File: src/rtl/uart_pkg.sv
`default_nettype none
// ============================================================================
// Package     : uart_pkg
// Description : Shared constants for the UART transmit arbiter: scheduler
//               state encodings, requester count and transmitter timing.
// Revision    : 1.0 - initial release
// ============================================================================
package uart_pkg;

    // Scheduler state encodings
    localparam logic [2:0] IDLE      = 3'd0;
    localparam logic [2:0] LOAD      = 3'd1;
    localparam logic [2:0] START     = 3'd2;
    localparam logic [2:0] WAIT_BUSY = 3'd3;
    localparam logic [2:0] WAIT_DONE = 3'd4;

    // Number of byte sources sharing the transmitter
    localparam int REQ_COUNT = 2;

    // Cycles to wait for the transmitter to acknowledge a start strobe
    localparam int BUSY_TIMEOUT = 4;

    // 50 MHz / 9600 baud, for transmitters built alongside this block
    localparam int CLK_PER_BIT_9600 = 5208;

endpackage : uart_pkg
`default_nettype wire

File: src/rtl/byte_fifo.sv
`default_nettype none
// ============================================================================
// Module      : byte_fifo
// Description : Single-clock byte FIFO with show-ahead read port, occupancy
//               count and a registered almost-full flag. A push into a full
//               FIFO is accepted only when a pop happens in the same cycle.
// Revision    : 1.0 - initial release
// ============================================================================
module byte_fifo #(
    parameter int DEPTH     = 16,
    parameter int ADDR_W    = 4,
    parameter int AF_MARGIN = 2
) (
    input  logic              clk,
    input  logic              rst,
    input  logic              push,
    input  logic [7:0]        din,
    input  logic              pop,
    output logic [7:0]        dout,
    output logic              empty,
    output logic              full,
    output logic              almost_full,
    output logic [ADDR_W:0]   count
);

    localparam logic [ADDR_W:0] c_depth    = (ADDR_W + 1)'(DEPTH);
    localparam logic [ADDR_W:0] c_af_level = (ADDR_W + 1)'(DEPTH - AF_MARGIN);
    localparam logic [ADDR_W:0] c_one      = (ADDR_W + 1)'(1);

    logic [7:0]        r_mem [DEPTH];
    logic [ADDR_W-1:0] r_wr_ptr;
    logic [ADDR_W-1:0] r_rd_ptr;
    logic [ADDR_W:0]   r_count;
    logic [ADDR_W:0]   w_count_next;
    logic              r_almost_full;
    logic              w_do_push;
    logic              w_do_pop;

    assign empty       = (r_count == '0);
    assign full        = (r_count == c_depth);
    assign almost_full = r_almost_full;
    assign count       = r_count;
    assign dout        = r_mem[r_rd_ptr];

    // A pop frees a slot in the same cycle, so a full FIFO can still take a push
    assign w_do_pop  = pop && !empty;
    assign w_do_push = push && (!full || w_do_pop);

    // Next occupancy from the accepted push/pop pair
    always_comb begin
        w_count_next = r_count;
        case ({w_do_push, w_do_pop})
            2'b10:   w_count_next = r_count + c_one;
            2'b01:   w_count_next = r_count - c_one;
            default: w_count_next = r_count;
        endcase
    end

    // Pointers, count and almost-full flag; flag tracks the count it is stored with
    always_ff @(posedge clk) begin
        if (rst) begin
            r_wr_ptr      <= '0;
            r_rd_ptr      <= '0;
            r_count       <= '0;
            r_almost_full <= 1'b0;
        end else begin
            if (w_do_push) r_wr_ptr <= r_wr_ptr + 1'b1;
            if (w_do_pop)  r_rd_ptr <= r_rd_ptr + 1'b1;
            r_count       <= w_count_next;
            r_almost_full <= (w_count_next >= c_af_level);
        end
    end

    // Storage array; contents need no reset because count gates every read
    always_ff @(posedge clk) begin
        if (w_do_push) r_mem[r_wr_ptr] <= din;
    end

endmodule : byte_fifo
`default_nettype wire

File: src/rtl/uart_tx_arbiter.sv
`default_nettype none
// ============================================================================
// Module      : uart_tx_arbiter
// Description : Shares one serial transmitter between two byte sources. Each
//               source has its own FIFO; a round-robin scheduler moves one
//               byte at a time into the transmitter data/new_data handshake.
// Revision    : 1.0 - initial release
// ============================================================================
module uart_tx_arbiter #(
    parameter int FIFO_DEPTH = 16,
    parameter int ADDR_W     = 4,
    parameter int AF_MARGIN  = 2
) (
    input  logic       clk,
    input  logic       rst,
    input  logic [7:0] req0_data,
    input  logic       req0_valid,
    output logic       req0_block,
    input  logic [7:0] req1_data,
    input  logic       req1_valid,
    output logic       req1_block,
    output logic [7:0] tx_data,
    output logic       tx_new_data,
    input  logic       tx_busy,
    output logic       grant_id,
    output logic [1:0] overflow
);

    import uart_pkg::*;

    localparam logic [2:0] c_busy_last = 3'(BUSY_TIMEOUT - 1);

    logic [REQ_COUNT-1:0] w_valid;
    logic [REQ_COUNT-1:0] w_pop;
    logic [REQ_COUNT-1:0] w_empty;
    logic [REQ_COUNT-1:0] w_full;
    logic [REQ_COUNT-1:0] w_almost_full;
    logic [REQ_COUNT-1:0] w_has_data;
    logic [REQ_COUNT-1:0] w_drop;
    logic [7:0]           w_din   [REQ_COUNT];
    logic [7:0]           w_dout  [REQ_COUNT];
    logic [ADDR_W:0]      w_count [REQ_COUNT];

    logic [2:0] r_state;
    logic [2:0] w_state_next;
    logic [2:0] r_wait_cnt;
    logic [7:0] r_tx_data;
    logic       r_grant_id;
    logic       r_last_grant;
    logic [1:0] r_overflow;
    logic       w_any;
    logic       w_other;
    logic       w_winner;
    logic       w_take;
    logic       w_load;
    logic       w_start;

    assign w_valid  = {req1_valid, req0_valid};
    assign w_din[0] = req0_data;
    assign w_din[1] = req1_data;

    generate
        for (genvar i = 0; i < REQ_COUNT; i++) begin : g_fifo
            assign w_has_data[i] = (w_count[i] != '0);
            assign w_pop[i]      = w_load && (r_grant_id == 1'(i)) && !w_empty[i];
            // Dropped only when full and not simultaneously draining
            assign w_drop[i]     = w_valid[i] && w_full[i] && !w_pop[i];

            byte_fifo #(
                .DEPTH     (FIFO_DEPTH),
                .ADDR_W    (ADDR_W),
                .AF_MARGIN (AF_MARGIN)
            ) u_fifo (
                .clk         (clk),
                .rst         (rst),
                .push        (w_valid[i]),
                .din         (w_din[i]),
                .pop         (w_pop[i]),
                .dout        (w_dout[i]),
                .empty       (w_empty[i]),
                .full        (w_full[i]),
                .almost_full (w_almost_full[i]),
                .count       (w_count[i])
            );
        end
    endgenerate

    // Round robin: prefer the requester that did not win last time
    assign w_any    = |w_has_data;
    assign w_other  = ~r_last_grant;
    assign w_winner = w_has_data[w_other] ? w_other : r_last_grant;
    assign w_take   = (r_state == IDLE) && !tx_busy && w_any;

    // State register
    always_ff @(posedge clk) begin
        if (rst) r_state <= IDLE;
        else     r_state <= w_state_next;
    end

    // Next-state logic
    always_comb begin
        w_state_next = r_state;
        case (r_state)
            IDLE:      if (w_take) w_state_next = LOAD;
            LOAD:      w_state_next = START;
            START:     w_state_next = WAIT_BUSY;
            WAIT_BUSY: begin
                if (tx_busy)                         w_state_next = WAIT_DONE;
                else if (r_wait_cnt == c_busy_last)  w_state_next = IDLE;
            end
            WAIT_DONE: if (!tx_busy) w_state_next = IDLE;
            default:   w_state_next = IDLE;
        endcase
    end

    // State-decoded controls: FIFO pop in LOAD, start strobe in START
    always_comb begin
        w_load  = 1'b0;
        w_start = 1'b0;
        case (r_state)
            LOAD:    w_load  = 1'b1;
            START:   w_start = 1'b1;
            default: ;
        endcase
    end

    // Grant bookkeeping, output byte register, busy guard counter, sticky drops
    always_ff @(posedge clk) begin
        if (rst) begin
            r_tx_data    <= 8'h00;
            r_grant_id   <= 1'b0;
            r_last_grant <= 1'b1;
            r_wait_cnt   <= 3'd0;
            r_overflow   <= 2'b00;
        end else begin
            if (w_take) begin
                r_grant_id   <= w_winner;
                r_last_grant <= w_winner;
            end
            if (w_load) r_tx_data <= w_dout[r_grant_id];
            if (w_start)                     r_wait_cnt <= 3'd0;
            else if (r_state == WAIT_BUSY)   r_wait_cnt <= r_wait_cnt + 3'd1;
            r_overflow <= r_overflow | w_drop;
        end
    end

    assign tx_data     = r_tx_data;
    assign tx_new_data = w_start;
    assign grant_id    = r_grant_id;
    assign overflow    = r_overflow;
    assign req0_block  = w_almost_full[0];
    assign req1_block  = w_almost_full[1];

endmodule : uart_tx_arbiter
`default_nettype wire

File: config.mk
export PLATFORM = sky130hd
export DESIGN_NAME = uart_tx_arbiter
export DESIGN_NICKNAME = d
export VERILOG_FILES = /design/src/rtl/uart_pkg.sv /design/src/rtl/byte_fifo.sv /design/src/rtl/uart_tx_arbiter.sv
export SDC_FILE = /design/constraint.sdc
export NUM_CORES = 1
export LEC_CHECK = 0
export CAP_MARGIN = 20
export CORE_AREA = 2 2 156 158
export CTS_CLUSTER_DIAMETER = 200
export DETAILED_ROUTE_END_ITERATION = 10
export DIE_AREA = 0 0 158 160
export MAX_ROUTING_LAYER = met4
export PLACE_DENSITY = 0.82
export SLEW_MARGIN = 5
export SYNTH_ARGS = -nofsm -noshare
export SYNTH_HDL_FRONTEND = slang
export SYNTH_HIERARCHICAL = 1
export SYNTH_SLANG_ARGS = --single-unit
File: constraint.sdc
create_clock -name clk -period 5.94 [get_ports clk]
set_input_delay 1.188 -clock clk [delete_from_list [all_inputs] [get_ports clk]]
set_output_delay 1.188 -clock clk [all_outputs]
set_load 0.01 [all_outputs]
# Word level (Yosys, flattened, before mapping)
# Memories as Yosys holds them, arrays and structs flattened. A register that Yosys moved wholly into a read port is not among the register bits.
# Index checks and enable logic that the tools add are counted.
[totals]
reg_bits = 46
ram_bits = 256
input_bits = 21
output_inout_bits = 14
elab_cells = 101
memories = 2
[classes]
addsub = 9
magnitude_cmp = 4
eq_ne = 14
muxes = 23
bitwise = 4
n_reduce_logical = 31
[memory_table]
columns = ["memory", "words", "word_bits", "read_ports", "rd_ports_with_merged_regs", "wr", "line", "rtl"]
rows = [
  ["g_fifo[0].u_fifo.r_mem", 16, 8, 1, 1, 1, "byte_fifo.sv:30", "logic [7:0] r_mem [DEPTH];"],
  ["g_fifo[1].u_fifo.r_mem", 16, 8, 1, 1, 1, "byte_fifo.sv:30", ""],
]
[op_table]
columns = ["op", "count"]
rows = [
  ["two-way mux 8 bit", 3],
  ["one-hot mux 5 bit (2 select lines)", 2],
  ["adder 4 x 1 -> 4 bit (second input constant)", 4],
  ["two-way mux 4 bit", 4],
  ["one-hot mux 3 bit (5 select lines)", 1],
  ["logical AND 1 bit", 14],
  ["two-way mux 3 bit", 4],
  ["adder 5 x 1 -> 5 bit (second input constant)", 2],
  ["== test 5 bit (second input constant)", 2],
  [">= comparator 5 x 4 -> 1 bit (second input constant)", 2],
  ["zero test 5 bit", 2],
  ["nonzero test 5 bit", 2],
  ["subtractor 5 x 1 -> 5 bit (second input constant)", 2],
  ["== test 3 x 2 -> 1 bit (second input constant)", 3],
  ["two-way mux 1 bit", 9],
  ["zero test 1 bit", 7],
  ["== test 2 x 1 -> 1 bit (second input constant)", 2],
  ["== test 2 bit (second input constant)", 2],
  ["!= test 2 bit (second input constant)", 2],
  ["OR reduction 2 bit", 2],
  ["adder 3 x 1 -> 3 bit (second input constant)", 1],
  ["== test 3 x 1 -> 1 bit (second input constant)", 1],
  ["== test 3 bit (second input constant)", 1],
  ["zero test 3 bit", 1],
  ["8 further kinds", 10],
]

# Longest topological paths before layout
# Gate-level depths: netlist of the first run.
[depth]
word_depth = 10
mapped_depth = 13
mapped_depth_nobuf = 12

# By module
# The synthesis of the first run kept the hierarchy.
[modules_own_cells]
columns = ["module", "n_inst", "cells_each", "area_per_inst_um2", "seq_area_each_um2"]
rows = [
  ["byte_fifo (g_fifo[1].u_fifo)", 1, 321, 5939.4, 4204.0],
  ["byte_fifo (g_fifo[0].u_fifo)", 1, 308, 5920.7, 4204.0],
  ["uart_tx_arbiter", 1, 100, 919.6, 360.3],
]

# Worst setup path after synthesis of the first run
# OpenSTA, ideal clock, no wires.
[synth_path]
kind = "register to register"
startpoint = "register g_fifo[1].u_fifo.r_count[1]"
endpoint = "register g_fifo[1].u_fifo.r_almost_full"
setup_time_ps = 116
arrival_time_ps = 2985
required_time_ps = 5824
path_slack_ps = 2840
stages_incl_launch_ff = 14
path_buffers = 2
period_less_slack_ps = 3100
cell_sequence = "dfxtp_1 -> or4_1 -> buf_2 -> nor2_1 -> and3b_1 -> clkbuf_1 -> o21ai_2 -> nor2_1 -> fa_1 -> inv_1 -> o21ai_0 -> a221oi_1 -> nor2_1 -> a31o_1"
[synth_between]
elab_chain_cells = 9
word_cells_on_any_way = 14
cone_classes = "2 x add/sub; 1 x order compare; 3 x eq/ne; 1 x mux; 7 x reduce/logical"
[synth_rtl]
columns = ["element", "line", "rtl"]
rows = [
  ["start: declaration", "byte_fifo.sv:33", "logic [ADDR_W:0] r_count;"],
  ["start signal: assignment", "byte_fifo.sv:69", "r_count <= w_count_next;"],
  ["zero test 5 bit *", "byte_fifo.sv:39", "assign empty = (r_count == '0);"],
  ["via w_empty[1]", "uart_tx_arbiter.sv:35", "logic [REQ_COUNT-1:0] w_empty;"],
  ["zero test 1 bit *", "uart_tx_arbiter.sv:65", "assign w_pop[i] = w_load && (r_grant_id == 1'(i)) && !w_empty[i];"],
  ["logical AND 1 bit *", "uart_tx_arbiter.sv:65", ""],
  ["via w_pop[1]", "uart_tx_arbiter.sv:34", "logic [REQ_COUNT-1:0] w_pop;"],
  ["logical AND 1 bit *", "byte_fifo.sv:46", "assign w_do_pop = pop && !empty;"],
  ["logical OR 1 bit", "byte_fifo.sv:47", "assign w_do_push = push && (!full || w_do_pop);"],
  ["logical AND 1 bit", "byte_fifo.sv:47", ""],
  ["== test 2 x 1 -> 1 bit / == test 2 bit (equally long branches)", "byte_fifo.sv:52", "case ({w_do_push, w_do_pop})"],
  ["one-hot mux 5 bit (2 select lines) *", "byte_fifo.sv:52", ""],
  [">= comparator 5 x 4 -> 1 bit *", "byte_fifo.sv:70", "r_almost_full <= (w_count_next >= c_af_level);"],
  ["end signal: assignment", "byte_fifo.sv:70", ""],
  ["end: declaration", "byte_fifo.sv:35", "logic r_almost_full;"],
]
# Mark *: on every way through the listed nets, which the timed path passes. The rest lies on a longest branch.
# A chain may end at the register's enable or synchronous reset.

# Final worst setup path of the first run
[layout_path]
startpoint = "register r_state[0]"
endpoint = "memory g_fifo[0].u_fifo.r_mem[13][1] (enable)"
[layout_between]
elab_chain_cells = 9
[layout_rtl]
columns = ["element", "line", "rtl"]
rows = [
  ["start: declaration", "uart_tx_arbiter.sv:44", "logic [2:0] r_state;"],
  ["start signal: assignment", "uart_tx_arbiter.sv:97", "else r_state <= w_state_next;"],
  ["== test 3 x 1 -> 1 bit", "uart_tx_arbiter.sv:120", "case (r_state)"],
  ["two-way mux 1 bit", "uart_tx_arbiter.sv:120", ""],
  ["logical AND 1 bit (2 in a row)", "uart_tx_arbiter.sv:65", ""],
  ["via w_pop[0]", "uart_tx_arbiter.sv:34", ""],
  ["logical AND 1 bit", "byte_fifo.sv:46", ""],
  ["logical OR 1 bit", "byte_fifo.sv:47", ""],
  ["logical AND 1 bit", "byte_fifo.sv:47", ""],
  ["two-way mux 1 bit", "byte_fifo.sv:76", "if (w_do_push) r_mem[r_wr_ptr] <= din;"],
  ["two-way mux 1 bit (implied by the code)", "byte_fifo.sv:76", ""],
  ["end: declaration", "byte_fifo.sv:30", ""],
]
# The timed path passes the listed nets, and every way through them passes these cells.

==> results of run 1 <==
[cell families after synthesis]
group,count (synthesis)
AO/OA/AOI/OAI,61
multiplexers,98
AND/OR/NAND/NOR,164
flip-flops,310
XOR/XNOR,18
adder cells (fa/ha/maj),20
buffers and inverters,58
[layer usage]
layer,up-vias,global-route usage (%),share of wire [%]
met2,315,32.85,48
met1,3353,30.26,41
li1,2959,-,-
met4,0,5.979,2.4
met5,-,-,0
met3,48,4.206,8.3
[critical path, cell delays in order, from the launching register on]
cell     delay (ns)
dfxtp_1        0.53
nor3b_4        0.65
nor3b_2        0.59
inv_1          0.19
a31oi_1        0.69
nand3_1        0.27
nor2_1         0.67
[state kept, by name, summed over array words and instances (netlist names), named ones only]
name,cells
g_fifo.u_fifo/almost_full,2
g_fifo.u_fifo/count,10
g_fifo.u_fifo/r_mem,256
g_fifo.u_fifo/r_rd_ptr,8
g_fifo.u_fifo/r_wr_ptr,8
grant_id,1
overflow,2
r_last_grant,1
r_state,3
r_wait_cnt,3
tx_data,8
[where the power goes]
group	internal (mW)	switching (mW)
logic	0.258	0.291
clock network	1.05	0.769
registers	2.43	0.0863
[Yosys cell counts, types with 2 or more instances]
master,n
and2_1,14
mux2i_1,14
or3_1,2
nor4_1,10
o21ai_0,8
edfxtp_1,256
fa_1,2
nand4_1,5
xnor2_1,7
mux4_1,6
a211o_1,2
nand2_1,21
buf_2,10
clkbuf_1,16
nor2b_1,7
buf_1,7
nand3b_1,2
or4_1,3
mux4_2,74
a21o_1,5
a211oi_1,9
dfxtp_1,54
nor4_4,2
a31oi_1,3
xor2_1,11
ha_1,18
a21oi_1,15
nand2b_1,5
nor2_1,64
and3_1,4
a311o_1,2
inv_1,19
buf_6,4
nor3_1,5
nor3b_1,5
nand3_1,7
o21ba_2,2
[through the flow]
stage | power, mW | util (%)
final | 4.878 | 60.36
after global routing | 5.060 | 60.36
after CTS | 4.906 | 60.34
after detailed placement | 3.096 | 56.33
after global placement | 3.077 | 56.33
after floorplan | 2.904 | -
[path summary, 6_finish.rpt]
kind | from | endpoint | slack [ns] | cells after the start
setup / recovery | r_state[0]$_SDFFE_PP0P_ | g_fifo[0].u_fifo/r_mem[13][1]$_DFFE_PP_ | 1.96 | 6
hold / removal | r_wait_cnt[1]$_SDFFE_PP0P_ | r_wait_cnt[1]$_SDFFE_PP0P_ | 0.50 | 2
setup reg to reg | r_state[0]$_SDFFE_PP0P_ | g_fifo[0].u_fifo/r_mem[13][1]$_DFFE_PP_ | 1.96 | 6
hold reg to reg | r_wait_cnt[1]$_SDFFE_PP0P_ | r_wait_cnt[1]$_SDFFE_PP0P_ | 0.50 | 2
[area by class of cell]
type                       count  share of cell area, %
multi-input combinational    361                  26.06
tap                          324                  2.820
clock buffer                  41                  5.657
clock inverter                16                 0.9747
inverter                      19                 0.4960
timing repair buffer          47                  2.994
sequential                   310                  61.00
[cells in the final DEF, fill, tap and decap left out, drive strengths merged, types with 13 or more instances in the layout]
| master | instances |
|---|---|
| nand2 | 21 |
| ha | 18 |
| mux2i | 15 |
| nor2 | 65 |
| mux4 | 80 |
| buf | 13 |
| edfxtp | 256 |
| clkbuf | 42 |
| clkdlybuf4s50 | 33 |
| a21oi | 15 |
| and2 | 14 |
| dfxtp | 54 |
| nor4 | 13 |
| inv | 20 |
==> flow_metrics.tcl, run 1 <==
set metrics [dict create \
    status "finished, final reports clean" \
    hold_buffers 0 \
    cts_root_buf "clkbuf_16" \
    drv_cap 0 \
    synth.top_cells.by_area "edfxtp_1 (60%), mux4_2 (13%), dfxtp_1 (8.5%), nor2_1 (1.9%), ha_1 (1.8%)" \
    finalHoldViolations 0 \
    setup.worst_path.start_class "flop" \
    io_buffer_count 34 \
    cts_sinks 310 \
    synth_top_cell_area_share_pct 60.15 \
    min_period_over_period_pct 67.05 \
    clock_latency_ns 0.55 \
    die_w_um 158 \
    cts_buffer_depth 3 \
    synth_top_family_by_area "multiplexers" \
    synthArstFlopShare_pct 0 \
    routabilityCongestion 0.8047 \
    timing.fmax_ghz 0.2511 \
    start_util_pct 53.65 \
    ys_warn_count 6 \
    overflow 0 \
    yosys.area_share.simple_pct 6.844 \
    die-area_um2 25280 \
    htree_levels 1 \
    holdWs_ns 0.5017 \
    drt_iter0_drc 677 \
    multi_input_area_um2 3746 \
    yosysTopAreaCell "edfxtp_1" \
    setup_viol 0 \
    finalClockSkew_ns 0.01796 \
    final_cell_count_no_fill 1118 \
    synth-compound-area-share_pct 3.319 \
    required_ns 6.10 \
    fin_area_um2 14380 \
    avgSynthCellArea_um2 17.53 \
    die_h_um 160 \
    ant_nets 0 \
    ys_ff_latch 310 \
    cellPowerDensity_nw_per_um2 339.3 \
    synth_xor_xnor_area_share_pct 1.234 \
    slew_violations 0 \
    slew_headroom_pct 34.72 \
    nets 811 \
    rsz0062_at_grt "false" \
    hold_class "flop to flop" \
    tns_ns 0 \
    area_growth_syn_to_layout_pct 12.50 \
    critPathCaptureType "flop" \
    fin_ws_ns 1.957 \
    numCtsBuffers 31 \
    path_max_fanout 18 \
    seqCellArea_um2 8771 \
    cts_setup_buffers 0 \
    synth_top_flop_cell "edfxtp_1" \
    worst_pin_slew_ns 0.9792 \
    power_leakage_nw 4.640 \
    drc 0 \
    synth_mux_area_share_pct 15.84 \
    syn_inst 729 \
    viasPerCell 5.970 \
    routed_wl_mm 25.57 \
    cts_tree "yes" \
    netlist_area_um2 12780 \
    ys_types 66 \
    ys_seq_area_share_pct 68.61 \
    min_period_ns 3.983 \
    syn_nets 770 \
    clk_pin_slew_worst_paths_ns 0.06 \
    antenna_found_initial 0 \
    synthAdderAreaFrac_pct 2.076 \
    pre_cts_slack_ns 1.973 \
    arrival_ns 4.14 \
    first_pass_iters 5 \
    wl_per_cell_um 22.87 \
    grt_usage_pct 21.59 \
    post-dp-hpwl_mm 15.94 \
    num_vias 6675 \
    row_count 57 \
    synth_edf_count 256 \
    irDropWorstVdd_uv 199.0 \
    grt_pass1_wl_mm 39.73 \
    nFillCells 1687 \
    num_antenna_cells 0 \
    grt_pass1_vias 6763 \
    postPlaceCellArea_um2 13420 \
    fp.coreArea_um2 23820 \
    cts_resized 0 \
    grt_max_degree 54 \
    drive_gt1_share_pct 19.02 \
    io_pins 35 \
    critPathKind "flop to flop" \
    dp.cells 1060 \
]
Note: power is estimated with default switching activity, not from simulation.
==> run 2: changes to the inputs <==
==> constraint.sdc (replaced) <==
create_clock -name clk -period 3.89 [get_ports clk]
set_input_delay 0.778 -clock clk [delete_from_list [all_inputs] [get_ports clk]]
set_output_delay 0.778 -clock clk [all_outputs]
set_load 0.01 [all_outputs]
==> flow_metrics.tcl, run 2 (same netlist as run 1, synthesis figures left out) <==
set metrics [dict create \
    status "finished, final reports clean" \
    cts_resized 0 \
    clock_latency_ns 0.57 \
    die_h_um 160 \
    drive_gt1_share_pct 20.62 \
    hold_class "flop to flop" \
    grt_pass1_wl_mm 38.85 \
    die_w_um 158 \
    area_growth_syn_to_layout_pct 13.13 \
    routed_wl_mm 24.78 \
    slew_violations 0 \
    clk_pin_slew_worst_paths_ns 0.06 \
    drv_cap 0 \
    critPathKind "flop to flop" \
    hold_buffers 0 \
    wl_per_cell_um 21.95 \
    mostFrequentLayoutCells "edfxtp_1 (256), mux4_2 (74), nor2_1 (64)" \
    fin_area_um2 14460 \
    cts_sinks 310 \
    drc 0 \
    slew_headroom_pct 45.83 \
    fp.coreArea_um2 23820 \
    antenna_found_initial 0 \
    irDropWorstVdd_uv 378.7 \
    max_flop_register "g_fifo.u_fifo/r_mem" \
    cts_root_buf "clkbuf_16" \
    overflow 0 \
    post-dp-hpwl_mm 15.72 \
    grt_max_degree 33 \
    num_vias 6610 \
    htree_levels 1 \
    cts_buffer_depth 3 \
    grt_usage_pct 20.90 \
    p_total_mw 7.397 \
    nFillCells 1693 \
    die-area_um2 25280 \
    finalHoldViolations 0 \
    largest_reg_flops 256 \
    holdWs_ns 0.4897 \
    reg2reg_depth 11 \
    setup.worst_path.start_class "flop" \
    cts_setup_buffers 0 \
    multi_input_area_um2 3746 \
    arrival_ns 3.87 \
    timing.fmax_ghz 0.2929 \
    seqCellArea_um2 8771 \
    drt_iter0_drc 514 \
    cellPowerDensity_nw_per_um2 511.6 \
    path_max_fanout 13 \
    required_ns 4.34 \
    viasPerCell 5.855 \
    worst_pin_slew_ns 0.8096 \
    grt_pass1_vias 6673 \
    postPlaceCellArea_um2 13520 \
    first_pass_iters 4 \
    min_period_over_period_pct 87.76 \
    row_count 57 \
    setup_viol 0 \
    rsz0062_at_grt "false" \
    min_period_ns 3.414 \
    critPathCaptureType "flop" \
    layout_commonest_cell "edfxtp_1" \
    routabilityCongestion 0.8690 \
    finalClockSkew_ns 0.03938 \
    ant_nets 0 \
    hold_depth 1 \
    tns_ns 0 \
    io_buffer_count 34 \
    num_antenna_cells 0 \
    io_pins 35 \
    cts_tree "yes" \
    nets 822 \
    power_leakage_nw 4.710 \
    start_util_pct 53.65 \
    numCtsBuffers 30 \
]
run 2: cell count changes in the layout (fill, tap and decap cells not counted):
cell,delta
inv_6,-1
clkinv_1,-2
clkinv_2,-2
clkinv_8,+1
bufinv_16,-2
buf_4,+13
clkinvlp_4,-2
clkbuf_1,-2
clkbuf_8,+3
inv_4,+1
clkbuf_2,+2
clkinv_4,+2
run 2: final cells by class:
type                    instances  share of cell area, %
clock buffers                  45                  5.963
multi-input cells             361                  25.91
flip-flops and latches        310                  60.67
clock inverters                11                 0.5452
inverters                      19                 0.4933
well taps                     324                  2.804
repair buffers                 59                  3.617
run 2: worst paths after layout:
path	startpoint	end	slack [ns]
min reg2reg	r_last_grant$_SDFFE_PP1P_	r_last_grant$_SDFFE_PP1P_	0.49
max	g_fifo[1].u_fifo/count[1]$_SDFF_PP0_	g_fifo[1].u_fifo/almost_full$_SDFF_PP0_	0.48
min	r_last_grant$_SDFFE_PP1P_	r_last_grant$_SDFFE_PP1P_	0.49
max reg2reg	g_fifo[1].u_fifo/count[1]$_SDFF_PP0_	g_fifo[1].u_fifo/almost_full$_SDFF_PP0_	0.48
run 2: per-layer routing:
layer / GRT usage [%] / wire length, um
met1: 28.84 / 10370
met2: 32.87 / 12120
met3: 3.528 / 1662
met4: 5.364 / 632
met5: - / 0
run 2: worst max-delay path: stages, from the launching register on:
cell and delay, ns:
dfxtp_1 0.41, or4_1 0.72, nor2_1 0.18, and3b_1 0.34, o21ai_2 0.19, nor2_1 0.16, fa_1 0.44, xnor2_1 0.28
mux2i_1 0.11, o21ai_0 0.17, a21oi_1 0.11, a31o_1 0.21
run 2: power breakdown:
part | total, mW | switching [mW] | internal, mW
Clock | 2.71 | 1.18 | 1.54
Sequential | 3.83 | 0.131 | 3.70
Combinational | 0.849 | 0.438 | 0.411
Total | 7.40 | 1.75 | 5.65
run 2: stage by stage:
| step | setup WS (ns) | instances | utilization, % |
|---|---|---|---|
| after floorplan | 0.7897 | 729 | - |
| after global placement | 0.6465 | 1073 | 56.74 |
| after CTS | 0.5145 | 1129 | 60.69 |
| after global routing | 0.2559 | 1129 | 60.69 |
| after detailed placement | 0.5332 | 1073 | 56.74 |
| final | 0.4760 | 1129 | 60.69 |
==> run 3: changes to the inputs <==
--- a/config.mk
+++ b/config.mk
@@ -12,6 +12,7 @@
 export DIE_AREA = 0 0 158 160
 export MAX_ROUTING_LAYER = met4
 export PLACE_DENSITY = 0.82
+export RECOVER_POWER = 100
 export SLEW_MARGIN = 5
 export SYNTH_ARGS = -nofsm -noshare
 export SYNTH_HDL_FRONTEND = slang
==> flow_metrics.tcl, run 3 (same netlist as run 1, synthesis figures left out) <==
set metrics [dict create \
    internal-power_mw 5.619 \
    num_vias 6611 \
    htree_levels 1 \
    switching_power_mw 1.736 \
    nFillCells 1719 \
    numCtsBuffers 30 \
    viasPerCell 5.856 \
    pwr-share-comb_pct 11.1 \
    hold_path_end "r_last_grant$_SDFFE_PP1P_" \
    timing.fmax_ghz 0.2890 \
    path_max_fanout 17 \
    die_h_um 160 \
    seqPwrFrac_pct 52.1 \
    min_period_over_period_pct 88.94 \
    reg2reg_from "r_state[0]$_SDFFE_PP0P_" \
    max_flop_register "g_fifo.u_fifo/r_mem" \
    status "finished, final reports clean" \
    tns_ns 0 \
    wl_per_cell_um 21.98 \
    grt_pass1_vias 6673 \
    r2r_setup_slack_ns 0.43 \
    routabilityCongestion 0.8690 \
    pre_cts_slack_ns 0.5332 \
    rr_endpoint "g_fifo[0].u_fifo/almost_full$_SDFF_PP0_" \
    cts_buffer_depth 3 \
    fp.coreArea_um2 23820 \
    row_count 57 \
    nets 822 \
    min_from "r_last_grant$_SDFFE_PP1P_" \
    setup_viol 0 \
    mostFrequentLayoutCells "edfxtp_1 (256), mux4_2 (74), nor2_1 (64)" \
    grt_pass1_wl_mm 38.85 \
    critPathKind "flop to flop" \
    num_antenna_cells 0 \
    cts_tree "yes" \
    largest_reg_flops 256 \
    swShare_pct 23.60 \
    hold_class "flop to flop" \
    drc 0 \
    clk_pin_slew_worst_paths_ns 0.06 \
    first_pass_iters 5 \
    setup.worst_path.start_class "flop" \
    io_pins 35 \
    start_util_pct 53.65 \
    routed_wl_mm 24.82 \
    p_clk_share_pct 36.9 \
    drt_iter0_drc 539 \
    post-dp-hpwl_mm 15.72 \
    hold_buffers 0 \
    grt_max_degree 33 \
    slowest_stage "dfxtp_1" \
    drive_gt1_share_pct 18.01 \
    required_ns 4.35 \
    power_leakage_nw 4.667 \
    antenna_found_initial 0 \
    cts_resized 0 \
    path_cells "nor3b_1 -> buf_4 -> nor3b_1 -> buf_4 -> nand2b_1 -> nor2_1 -> ha_1 -> a21o_1 -> a21oi_1 -> mux2i_1 -> a31oi_2 -> a21o_1" \
    rsz0062_at_grt "false" \
    cts_setup_buffers 0 \
    clock_latency_ns 0.57 \
    cts_sinks 310 \
    arrival_ns 3.92 \
    hold_depth 1 \
    die-area_um2 25280 \
    slowest_delay_ns 0.53 \
    finalHoldViolations 0 \
    io_buffer_count 34 \
    drv_cap 0 \
    critPathCaptureType "flop" \
    min_period_ns 3.460 \
    overflow 0 \
    cellPowerDensity_nw_per_um2 511.7 \
    slew_violations 0 \
    worst_pin_slew_ns 1.399 \
    p_total_mw 7.355 \
    slew_headroom_pct 6.704 \
    irDropWorstVdd_uv 377.3 \
    fin_ws_ns 0.4303 \
    area_growth_syn_to_layout_pct 12.48 \
    layout_commonest_cell "edfxtp_1" \
    finalClockSkew_ns 0.03956 \
    reg2reg_depth 12 \
    ant_nets 0 \
    die_w_um 158 \
    grt_usage_pct 20.90 \
    cts_root_buf "clkbuf_16" \
]
[run 3: changes by cell type in the layout (fill, tap and decap cells not counted), moves of 2 or more]
cell	before	now
clkdlybuf4s50_1	33	3
dlygate4sd3_1	0	30
clkbuf_1	8	26
buf_4	25	8
and2_0	0	10
and2_1	14	4
nor3b_1	5	7
[run 3: worst max path at each step]
| stage | startpoint | endpoint | slack [ns] | depth (start not counted) |
|---|---|---|---|---|
| floorplan | g_fifo[1].u_fifo/count[1]$_SDFF_PP0_ | g_fifo[1].u_fifo/almost_full$_SDFF_PP0_ | 0.79 | 13 |
| finish | r_state[0]$_SDFFE_PP0P_ | g_fifo[0].u_fifo/almost_full$_SDFF_PP0_ | 0.43 | 12 |
| global placement | g_fifo[1].u_fifo/count[1]$_SDFF_PP0_ | g_fifo[1].u_fifo/almost_full$_SDFF_PP0_ | 0.65 | 11 |
| global route | r_state[0]$_SDFFE_PP0P_ | g_fifo[0].u_fifo/r_mem[6][7]$_DFFE_PP_ | 0.15 | 10 |
| detailed placement | g_fifo[1].u_fifo/count[1]$_SDFF_PP0_ | g_fifo[1].u_fifo/almost_full$_SDFF_PP0_ | 0.53 | 11 |
| CTS | g_fifo[1].u_fifo/count[1]$_SDFF_PP0_ | g_fifo[1].u_fifo/almost_full$_SDFF_PP0_ | 0.51 | 11 |
[run 3: power groups by stage]
stage                     clock network [mW]  logic [mW]  registers, mW
after floorplan                            0       0.580           3.85
after global placement                     0       0.811           3.90
after detailed placement                   0       0.840           3.90
after CTS                               2.77       0.851           3.83
after global routing                    2.91       0.892           3.84
final                                   2.71       0.815           3.83
[run 3: final cells by class]
cell class	instances	area, um2	area share [%]
well taps	324	405.4	2.820
inverters	19	71.32	0.4961
clock buffers	45	862.1	5.997
clock inverters	11	78.83	0.5484
flip-flops and latches	310	8770	61.01
repair buffers	59	457.9	3.186
multi-input cells	361	3730	25.95
[run 3: layer usage]
metal / vias to the layer above / GRT usage (%) / wire, um
met5: - / - / 0
met4: 0 / 5.364 / 528
met2: 220 / 32.87 / 12190
met3: 37 / 3.528 / 1616
met1: 3359 / 28.84 / 10490
li1: 2995 / - / -
[run 3: metrics by stage]
stage / instance area (um2) / std cells / hold slack (ns) / util [%]
2_1_floorplan: 12780 / 729 / 0.4531 / -
3_3_place_gp: 13520 / 1073 / 0.4652 / 56.74
3_5_place_dp: 13520 / 1073 / 0.4782 / 56.74
4_1_cts: 14460 / 1129 / 0.4932 / 60.69
5_1_grt: 14380 / 1129 / 0.5118 / 60.35
6_report: 14380 / 1129 / 0.4896 / 60.35
[run 3: worst max-delay path, delay by kind of cell, from the launching register on]
kind | cells | cell delay (ns)
adders and majority gates | 1 | 0.33
and+or+nand+nor | 4 | 1.00
buffers and inverters | 2 | 0.49
muxes | 1 | 0.25
AOI/OAI and AO/OA | 4 | 0.77
DFF | 1 | 0.53
